File: src/rtl/uart_rx.sv
// 8N1 serial receiver: 16x oversampling, parallel byte out with completion strobe,
// sticky framing-error and overrun flags cleared by ReadAck.
//
// state   | meaning
// IDLE    | line idle, waiting for a low sample on a tick
// START   | counting to mid start bit to reject glitches
// DATA    | sampling 8 data bits LSB-first at bit centre
// STOP    | sampling stop bit, then delivering the byte
module uart_rx #(
  parameter int TICK_DIV = 326
) (
  input  logic       CLOCK_50,
  input  logic       reset,
  input  logic       SerialIn,
  output logic [7:0] DataOut,
  output logic       charReceived,
  output logic       FramingError,
  output logic       Overrun,
  output logic       DataValid,
  input  logic       ReadAck
);

  localparam logic [1:0] S_IDLE  = 2'd0;
  localparam logic [1:0] S_START = 2'd1;
  localparam logic [1:0] S_DATA  = 2'd2;
  localparam logic [1:0] S_STOP  = 2'd3;

  localparam logic [11:0] TICK_MAX = 12'(TICK_DIV - 1);

  logic [11:0] tick_cnt_q, tick_cnt_d;
  logic        tick;
  logic        rx_meta_q, rx_s_q;
  logic [1:0]  state_q, state_d;
  logic [3:0]  samp_cnt_q, samp_cnt_d;
  logic [2:0]  bit_idx_q, bit_idx_d;
  logic [7:0]  shreg_q, shreg_d;
  logic [7:0]  data_out_q, data_out_d;
  logic        char_rx_q, char_rx_d;
  logic        fe_q, fe_d;
  logic        ovr_q, ovr_d;
  logic        dv_q, dv_d;
  logic        complete;

  always_comb begin
    tick       = (tick_cnt_q == TICK_MAX);
    tick_cnt_d = tick ? 12'd0 : tick_cnt_q + 12'd1;
  end

  always_comb begin
    state_d    = state_q;
    samp_cnt_d = samp_cnt_q;
    bit_idx_d  = bit_idx_q;
    shreg_d    = shreg_q;
    complete   = 1'b0;
    if (tick) begin
      case (state_q)
        S_IDLE: begin
          if (!rx_s_q) begin
            state_d    = S_START;
            samp_cnt_d = 4'd0;
          end
        end
        S_START: begin
          if (samp_cnt_q == 4'd7) begin
            if (rx_s_q) begin
              state_d = S_IDLE;
            end else begin
              state_d    = S_DATA;
              samp_cnt_d = 4'd0;
              bit_idx_d  = 3'd0;
            end
          end else begin
            samp_cnt_d = samp_cnt_q + 4'd1;
          end
        end
        S_DATA: begin
          if (samp_cnt_q == 4'd15) begin
            shreg_d    = {rx_s_q, shreg_q[7:1]};
            bit_idx_d  = bit_idx_q + 3'd1;
            samp_cnt_d = 4'd0;
            if (bit_idx_q == 3'd7) state_d = S_STOP;
          end else begin
            samp_cnt_d = samp_cnt_q + 4'd1;
          end
        end
        S_STOP: begin
          if (samp_cnt_q == 4'd15) begin
            complete   = 1'b1;
            state_d    = S_IDLE;
            samp_cnt_d = 4'd0;
          end else begin
            samp_cnt_d = samp_cnt_q + 4'd1;
          end
        end
        default: state_d = S_IDLE;
      endcase
    end
  end

  // A completion in the same cycle as ReadAck wins; flags then describe only the new frame.
  always_comb begin
    data_out_d = data_out_q;
    char_rx_d  = complete;
    fe_d       = fe_q;
    ovr_d      = ovr_q;
    dv_d       = dv_q;
    if (complete) begin
      data_out_d = shreg_q;
      dv_d       = 1'b1;
      if (ReadAck) begin
        ovr_d = 1'b0;
        fe_d  = !rx_s_q;
      end else begin
        ovr_d = ovr_q | dv_q;
        fe_d  = fe_q | !rx_s_q;
      end
    end else if (ReadAck) begin
      dv_d  = 1'b0;
      fe_d  = 1'b0;
      ovr_d = 1'b0;
    end
  end

  always_ff @(posedge CLOCK_50) begin
    if (!reset) begin
      tick_cnt_q <= 12'd0;
      rx_meta_q  <= 1'b1;
      rx_s_q     <= 1'b1;
      state_q    <= S_IDLE;
      samp_cnt_q <= 4'd0;
      bit_idx_q  <= 3'd0;
      shreg_q    <= 8'h00;
      data_out_q <= 8'h00;
      char_rx_q  <= 1'b0;
      fe_q       <= 1'b0;
      ovr_q      <= 1'b0;
      dv_q       <= 1'b0;
    end else begin
      tick_cnt_q <= tick_cnt_d;
      rx_meta_q  <= SerialIn;
      rx_s_q     <= rx_meta_q;
      state_q    <= state_d;
      samp_cnt_q <= samp_cnt_d;
      bit_idx_q  <= bit_idx_d;
      shreg_q    <= shreg_d;
      data_out_q <= data_out_d;
      char_rx_q  <= char_rx_d;
      fe_q       <= fe_d;
      ovr_q      <= ovr_d;
      dv_q       <= dv_d;
    end
  end

  assign DataOut      = data_out_q;
  assign charReceived = char_rx_q;
  assign FramingError = fe_q;
  assign Overrun      = ovr_q;
  assign DataValid    = dv_q;

endmodule

File: config.mk
export PLATFORM = sky130hd
export DESIGN_NAME = uart_rx
export DESIGN_NICKNAME = d
export VERILOG_FILES = /design/src/rtl/uart_rx.sv
export SDC_FILE = /design/constraint.sdc
export NUM_CORES = 1
export LEC_CHECK = 0
export CAP_MARGIN = 20
export CORE_MARGIN = 4
export CORE_UTILIZATION = 50
export CTS_CLUSTER_DIAMETER = 100
export CTS_CLUSTER_SIZE = 40
export DETAILED_ROUTE_END_ITERATION = 10
export GPL_TIMING_DRIVEN = 0
export PLACE_DENSITY = 0.73
export SLEW_MARGIN = 20
export SYNTH_ARGS = -nofsm -noshare
export SYNTH_HDL_FRONTEND = slang
export SYNTH_SLANG_ARGS = --single-unit
File: constraint.sdc
create_clock -name CLOCK_50 -period 2 [get_ports CLOCK_50]
set_input_delay 0.6 -clock CLOCK_50 [delete_from_list [all_inputs] [get_ports CLOCK_50]]
set_output_delay 0.6 -clock CLOCK_50 [all_outputs]
set_load 0.05 [all_outputs]
; Word level (Yosys, flattened, before mapping)
; Index checks and enable logic that the tools add are counted.
; W data, S select, Z words.
[totals]
register_bits = 43
wordCells = 64
[op_classes]
add_sub_neg = 3
eq_ne = 13
mux = 24
n_bitwise = 3
n_reduce_logical = 9
[ops]
columns = op, count
row1 = $add A12 B1 Y12 const B, 1
row2 = $eq A12 B9 Y1 const B, 1
row3 = $mux W2, 6
row4 = $mux W4, 3
row5 = $ne A2 B2 Y1 const B, 6
row6 = $pmux W4 S3, 1
row7 = $mux W1, 9
row8 = $mux W3, 3
row9 = $pmux W2 S4, 1
row10 = $pmux W3 S2, 1
row11 = $reduce_and A6 Y1, 1
row12 = $reduce_and A5 Y1, 1
row13 = $add A4 B1 Y4 const B, 1
row14 = $eq A2 B2 Y1 const B, 2
row15 = $eq A4 B3 Y1 const B, 1
row16 = $eq A4 B4 Y1 const B, 1
row17 = $reduce_bool A2 Y1, 2
row18 = $reduce_or A2 Y1, 2
row19 = $add A3 B1 Y3 const B, 1
row20 = $eq A3 B3 Y1 const B, 1
row21 = $reduce_and A3 Y1, 1
row22 = $eq A2 B1 Y1 const B, 1
row23 = $logic_not A2 Y1, 1
row24 = $or A1 B1 Y1, 2
row25 = 2 further kinds, 2

; Depth between registers and ports, before layout
; Gate-level depths: netlist (run 1).
[logic_depth]
depth_word = 5
depth_mapped = 8

; Worst setup path after synthesis (run 1)
; No wires, ideal clock.
[synth_timing]
path_type = reg-to-reg
start = reg tick_cnt_q[9]
end = reg shreg_q[0]
setup_ns = 0.072
arrival_ns = 1.897
required_time_ns = 1.928
slack_ns = 0.032
path_stages_with_launch = 6
path_buffers = 1
synth_period_minus_slack_ns = 1.968
cell_sequence = dfxtp_1 -> or4b_4 -> nor4b_1 -> and2_1 -> buf_6 -> mux2i_1
[synth_via]
elab_chain_len = 2
[synth_lines]
columns = item, line_no
row1 = from (decl), 30  ; logic [11:0] tick_cnt_q, tick_cnt_d;
row2 = from (signal assigned), 139  ; tick_cnt_q <= tick_cnt_d;
row3 = $eq A12 B9 Y1, 45  ; tick = (tick_cnt_q == TICK_MAX);
row4 = $reduce_and A3 Y1 (no source line), n/a
row5 = to (signal assigned), 145  ; shreg_q <= shreg_d;
row6 = to (decl), 36  ; logic [7:0] shreg_q, shreg_d;
; No other way between the ends.
; A chain may end at the register's enable or synchronous reset.

; Final worst setup path (run 1)
[layout_timing]
start = reg tick_cnt_q[5]
end = reg samp_cnt_q[3]
[layout_via]
elab_chain_len = 1
[layout_lines]
columns = item, line_no
row1 = $eq A12 B9 Y1, 45
row2 = to (signal assigned), 143  ; samp_cnt_q <= samp_cnt_d;
row3 = to (decl), 34  ; logic [3:0] samp_cnt_q, samp_cnt_d;
; No other way between the ends.

==> results of run 1 <==
[power by group through the flow]
stage	clock [W]	combinational, W	sequential, W
after floorplan	0	0.0000291	0.000887
after global placement	0	0.0000443	0.000889
after detailed placement	0	0.0000450	0.000890
after CTS	0.000595	0.0000455	0.000868
after global routing	0.000623	0.0000538	0.000869
final	0.000575	0.0000465	0.000868
[registers in the layout (all words and copies together) (netlist names), named ones only]
| name | count |
|---|---|
| Overrun | 1 |
| tick_cnt_q | 12 |
| DataOut | 8 |
| DataValid | 1 |
| FramingError | 1 |
| state_q | 1 |
| samp_cnt_q | 4 |
| rx_s_q | 1 |
| bit_idx_q | 3 |
| charReceived | 1 |
| rx_meta_q | 1 |
| shreg_q | 8 |
[per-stage QoR]
step                      total power [W]  hold slack [ns]
after global placement          0.0009333           0.3893
final                            0.001489           0.4137
after floorplan                 0.0009166           0.3863
after detailed placement        0.0009346           0.4010
after CTS                        0.001508           0.4186
after global routing             0.001545           0.4560
[cells in the mapped netlist (2+ instances only)]
library cell / instances
a311oi_1: 2
nand3_1: 13
buf_6: 2
and4_1: 2
inv_1: 4
dfxtp_1: 43
o21a_1: 2
o21ai_0: 13
a31oi_1: 2
clkbuf_1: 11
nor3_1: 4
nor2_1: 15
or3_1: 2
nor2b_1: 4
nand3b_1: 2
nand2_1: 15
nand2b_1: 3
nor4b_1: 2
a21oi_1: 18
o32ai_1: 2
nand4_1: 5
o211ai_1: 2
xor2_1: 9
ha_1: 5
mux2i_1: 8
xnor2_1: 2
and2_1: 5
[metal layers]
metal	global-route usage (%)	wire [microns]	share of wire (%)
met1	24.47	1941	47
met3	4.460	158	3.8
met2	27.07	1986	48
met4	4.468	26	0.63
met5	0	0	0
[final timing paths]
| check | end | depth (start not counted) | start |
|---|---|---|---|
| setup / recovery | samp_cnt_q[3] | 5 | tick_cnt_q[5] |
| hold / removal | rx_s_q | 1 | rx_meta_q |
| setup reg to reg | samp_cnt_q[3] | 5 | tick_cnt_q[5] |
| hold reg to reg | rx_s_q | 1 | rx_meta_q |
[cell type report]
| cell class | count | area (sq um) | share of cell area [%] |
|---|---|---|---|
| Multi-Input combinational cell | 153 | 1016 | 43.80 |
| Sequential cell | 43 | 870.8 | 37.54 |
| Timing Repair Buffer | 21 | 180.2 | 7.767 |
| Clock buffer | 6 | 82.58 | 3.560 |
| Buffer | 14 | 78.83 | 3.398 |
| Tap cell | 48 | 60.06 | 2.589 |
| Clock inverter | 2 | 16.27 | 0.7012 |
| Inverter | 4 | 15.01 | 0.6473 |
[timing repair]
| item | in CTS | in global routing |
|---|---|---|
| resized for setup | 20 | 17 |
| endpoints found under the setup margin | 33 | 36 |
| pin swaps | 0 | 1 |
| hold buffers | 0 | 0 |
| setup buffers | 3 | 3 |
[kinds of logic after synthesis]
| kind of cell | Yosys count | share of synthesized area, % |
|---|---|---|
| compound gates | 50 | 16.37 |
| fa+ha+maj | 5 | 3.234 |
| simple gates | 79 | 22.44 |
| xor+xnor | 11 | 4.981 |
| mux | 8 | 4.140 |
| flops | 43 | 44.50 |
| buf+inv | 18 | 4.333 |
[critical path: stages, from the launching register on]
cell	delay [ns]
dfxtp_2	0.34
or4b_4	0.57
or3_4	0.36
buf_6	0.15
o41a_1	0.37
o31ai_2	0.19
==> impl_metrics.env, run 1 <==
export IMPL_post_route_drc_count=0
export IMPL_p_per_area_nw_per_um2=642.0
export IMPL_numCtsBuffers=5
export IMPL_clock_latency_ns=0.29
export IMPL_ys_flop_type="dfxtp_1"
export IMPL_rsz0062_at_grt="yes"
export IMPL_finalCritPeriodShare_pct=102.8
export IMPL_tightestPinTransition_ns=0.5304
export IMPL_cts_buffer_depth=2
export IMPL_die_height_microns=70.20
export IMPL_synth_area_leaders="dfxtp_1, a21oi_1, mux2i_1, xor2_1, nand3_1"
export IMPL_num_fill_cells=341
export IMPL_drv_cap=0
export IMPL_p_leak_nw=0.8872
export IMPL_synth_edf_count=0
export IMPL_grt_overflow=0
export IMPL_clkTransAtPathRegs_ns=0.08
export IMPL_max_freq_mhz=486.4
export IMPL_cp_arrival_ns=2.27
export IMPL_worstPathRequired_ns=2.21
export IMPL_placed_cells=277
export IMPL_ys_seq_area_share_pct=44.50
export IMPL_fp_dieW_microns=70.20
export IMPL_grt_pass1_wl_microns=7031
export IMPL_synth_top_area_cell="dfxtp_1"
export IMPL_antenna_found_initial=0
export IMPL_synth_top_area_share_pct=44.50
export IMPL_cts_tree="yes"
export IMPL_drive_above_1_share_pct=15.64
export IMPL_cts_max_level=2
export IMPL_final_cells=291
export IMPL_wl_microns=4113
export IMPL_share_comb_of_total_power_pct=3.1
export IMPL_drtIter0Drc=73
export IMPL_worst_clock_skew_ns=0.01106
export IMPL_hold_violations=0
export IMPL_yosys_warnings=0
export IMPL_violations="negative setup slack"
export IMPL_peakVddDrop_v=0.0004021
export IMPL_pin_count=16
export IMPL_grt_use_total_pct=17.57
export IMPL_endpoint_kind="flip-flop"
export IMPL_start_util_pct=52.44
export IMPL_netlist_instances=214
export IMPL_post_route_min_period_ns=2.056
export IMPL_worst_slack_ns=-0.05571
export IMPL_die_area_sq_um=4928
export IMPL_startpoint_type="flip-flop"
export IMPL_diodes=0
export IMPL_grt_max_degree=15
export IMPL_p_sw_w=0.0003286
export IMPL_syn_area_sq_um=1934
export IMPL_async_flop_share_pct=0
export IMPL_status="finished with violations"
export IMPL_final_common_cell="dfxtp_1"
export IMPL_cts_num_sinks=43
export IMPL_power_internal_w=0.001161
export IMPL_worstHoldPathType="flip-flop to flip-flop"
export IMPL_setup_viol_count_final=1
export IMPL_setup_tns_ns=-0.05571
export IMPL_final_cell_area_sq_um=2320
export IMPL_portBuffers=15
export IMPL_synth_distinct_cells=44
export IMPL_drv_slew=0
export IMPL_detail_route_antenna_nets=0
export IMPL_syn_avg_cell_area_sq_um=9.039
export IMPL_placed_area_sq_um=2145
export IMPL_critPathMaxFanout=10
export IMPL_grt_pass1_vias=1524
export IMPL_synth_nets=223
export IMPL_area_delta_synth_final_pct=19.92
export IMPL_wire_per_inst_microns=14.13
export IMPL_fin_util_pct=62.89
export IMPL_p_clk_share_pct=38.6
export IMPL_drt_pre_antenna_iters=4
export IMPL_rows=22
export IMPL_p_seq_share_pct=58.3
export IMPL_relSlewSlack_pct=64.64
export IMPL_core_sq_um=3689
export IMPL_vias=1607
export IMPL_pre_cts_ws_ns=-0.2633
export IMPL_switching_share_pct=22.07
export IMPL_gp_congestion=0.7820
export IMPL_nets=251
export IMPL_hpwl_microns=2745
export IMPL_vias_per_cell=5.522
export IMPL_mostFrequentLayoutCells="dfxtp_1, a21oi_1, nor2_1, nand2_1"
export IMPL_ys_ff_latch=43
export IMPL_cts_root_buffer="clkbuf_8"
export IMPL_rrSetupSlack_ns=-0.06
export IMPL_crit_type="flip-flop to flip-flop"
Power figures use the tool's default switching activity.
==> run 2: changes to the inputs <==
--- a/config.mk
+++ b/config.mk
@@ -12,7 +12,7 @@
 export CTS_CLUSTER_SIZE = 40
 export DETAILED_ROUTE_END_ITERATION = 10
 export GPL_TIMING_DRIVEN = 0
-export PLACE_DENSITY = 0.73
+export PLACE_DENSITY = 0.7
 export SLEW_MARGIN = 20
 export SYNTH_ARGS = -nofsm -noshare
 export SYNTH_HDL_FRONTEND = slang
==> constraint.sdc (replaced) <==
create_clock -name CLOCK_50 -period 1.9 [get_ports CLOCK_50]
set_input_delay 0.57 -clock CLOCK_50 [delete_from_list [all_inputs] [get_ports CLOCK_50]]
set_output_delay 0.57 -clock CLOCK_50 [all_outputs]
set_load 0.05 [all_outputs]
==> run 2 against run 1 <==
Critical path type unchanged. Hold slack better by 0.0030 ns. Final area up 1.3%. Largest power group unchanged. The run still ends with negative setup slack left. Fmax rose by 4.0%. Via count is 0.56% lower. Highest routed layer unchanged. Total power grew 14%. Utilization increased by 0.85 points. Sequential cell count did not move. Clock power grew 27%.
==> impl_metrics.env, run 2 (synthesis gave the netlist of run 1 again) <==
export IMPL_status="finished with violations"
export IMPL_violations="negative setup slack"
export IMPL_wire_per_inst_microns=14.13
export IMPL_cts_tree="yes"
export IMPL_critPathTopFamily="simple AND/OR/NAND/NOR gates"
export IMPL_cts_root_buffer="clkbuf_8"
export IMPL_crit_type="flip-flop to flip-flop"
export IMPL_clock_latency_ns=0.29
export IMPL_relSlewSlack_pct=66.92
export IMPL_vias_per_cell=5.549
export IMPL_worstHoldPathType="flip-flop to flip-flop"
export IMPL_slowest_delay_ns=0.57
export IMPL_drv_slew=0
export IMPL_tightestPinTransition_ns=0.4982
export IMPL_drt_pre_antenna_iters=4
export IMPL_hold_violations=0
export IMPL_max_freq_mhz=505.7
export IMPL_grt_pass1_vias=1466
export IMPL_vias=1598
export IMPL_rows=22
export IMPL_postCtsHoldBufs=0
export IMPL_cts_buffer_depth=2
export IMPL_core_sq_um=3689
export IMPL_drtIter0Drc=56
export IMPL_gp_congestion=0.8035
export IMPL_final_common_cell="dfxtp_1"
export IMPL_post_route_drc_count=0
export IMPL_post_route_min_period_ns=1.977
export IMPL_nets=248
export IMPL_startpoint_type="flip-flop"
export IMPL_p_leak_nw=0.8963
export IMPL_rsz0062_at_grt="yes"
export IMPL_whs_path_depth=1
export IMPL_p_per_area_nw_per_um2=720.3
export IMPL_fp_dieW_microns=70.20
export IMPL_top_register="tick_cnt_q"
export IMPL_worst_slack_ns=-0.07733
export IMPL_endpoint_kind="flip-flop"
export IMPL_clkTransAtPathRegs_ns=0.08
export IMPL_mostFrequentLayoutCells="dfxtp_1, a21oi_1, nor2_1, nand2_1, nand3_1"
export IMPL_peakVddDrop_v=0.0005362
export IMPL_cpMaxStageDelayCell="or4b_4"
export IMPL_die_height_microns=70.20
export IMPL_critPathMaxFanout=8
export IMPL_detail_route_antenna_nets=0
export IMPL_cp_depth=5
export IMPL_finalCritPeriodShare_pct=104.1
export IMPL_fin_util_pct=63.74
export IMPL_worstPathRequired_ns=2.11
export IMPL_grt_use_total_pct=17.27
export IMPL_grt_overflow=0
export IMPL_grt_max_degree=14
export IMPL_grt_pass1_wl_microns=6851
export IMPL_path_buf_inv=1
export IMPL_pin_count=16
export IMPL_drive_above_1_share_pct=16.25
export IMPL_portBuffers=15
export IMPL_start_util_pct=52.44
export IMPL_cts_num_sinks=43
export IMPL_diodes=0
export IMPL_antenna_found_initial=0
export IMPL_setup_viol_count_final=4
export IMPL_final_cell_area_sq_um=2351
export IMPL_drv_cap=0
export IMPL_worst_clock_skew_ns=0.003295
export IMPL_crit_chain="or4b_4 -> or3_4 -> buf_8 -> o41a_1 -> o31ai_2"
export IMPL_wl_microns=4069
export IMPL_die_area_sq_um=4928
export IMPL_hpwl_microns=2688
export IMPL_placed_area_sq_um=2157
export IMPL_cp_arrival_ns=2.19
export IMPL_largest_register_ffs=12
export IMPL_cts_max_level=2
export IMPL_reg2reg_depth=5
export IMPL_numCtsBuffers=5
export IMPL_area_delta_synth_final_pct=21.54
-- run 2: layer usage --
metal | vias up | wire (microns) | global-route usage, %
met5 | - | 0 | 0
met4 | 0 | 38 | 5.532
met3 | 5 | 121 | 4.604
met2 | 22 | 1985 | 26.55
met1 | 753 | 1924 | 23.51
li1 | 818 | - | -
-- run 2: timing repair --
item | CTS | global route
setup endpoints to repair | 47 | 38
endpoints found under the hold margin | 0 | 0
buffers inserted | 2 | 3
gates resized for setup | 22 | 16
pin swaps | 5 | 3
-- run 2: layout make-up --
cell class / instances / area (sq um)
clock inverter: 2 / 35.03
inverter: 4 / 15.01
multi-input combinational: 153 / 1036
timing repair buffer: 20 / 172.7
clock buffer: 6 / 82.58
fill: 338 / 1338
tap: 48 / 60.06
sequential: 43 / 872.1
buffer: 12 / 77.57
-- run 2: metrics by stage --
step                      instances  total power, W  hold WS (ns)  setup TNS (ns)  setup slack, ns
after global routing            288        0.001758        0.4712          -1.328          -0.1169
after global placement          277       0.0009826        0.3917          -5.802          -0.2740
after detailed placement        277       0.0009833        0.3969          -6.662          -0.3052
after CTS                       287        0.001719        0.4218         -0.8783          -0.1035
final                           288        0.001693        0.4168         -0.1271         -0.07733
after floorplan                 214       0.0009649        0.3863       -0.006590        -0.006590
-- run 2: final timing paths --
path                                     from            end  slack, ns
worst max-delay path            tick_cnt_q[9]  samp_cnt_q[3]      -0.08
worst min-delay path                rx_meta_q         rx_s_q       0.42
worst max register to register  tick_cnt_q[9]  samp_cnt_q[3]      -0.08
worst min register to register      rx_meta_q         rx_s_q       0.42
-- run 2: report_power, final --
group,leakage (nW),total (W),internal [W],switching [W]
clock,0.0612,0.000732,0.000425,0.000306
sequential,0.351,0.000913,0.000906,0.00000730
combinational,0.484,0.0000485,0.0000190,0.0000294
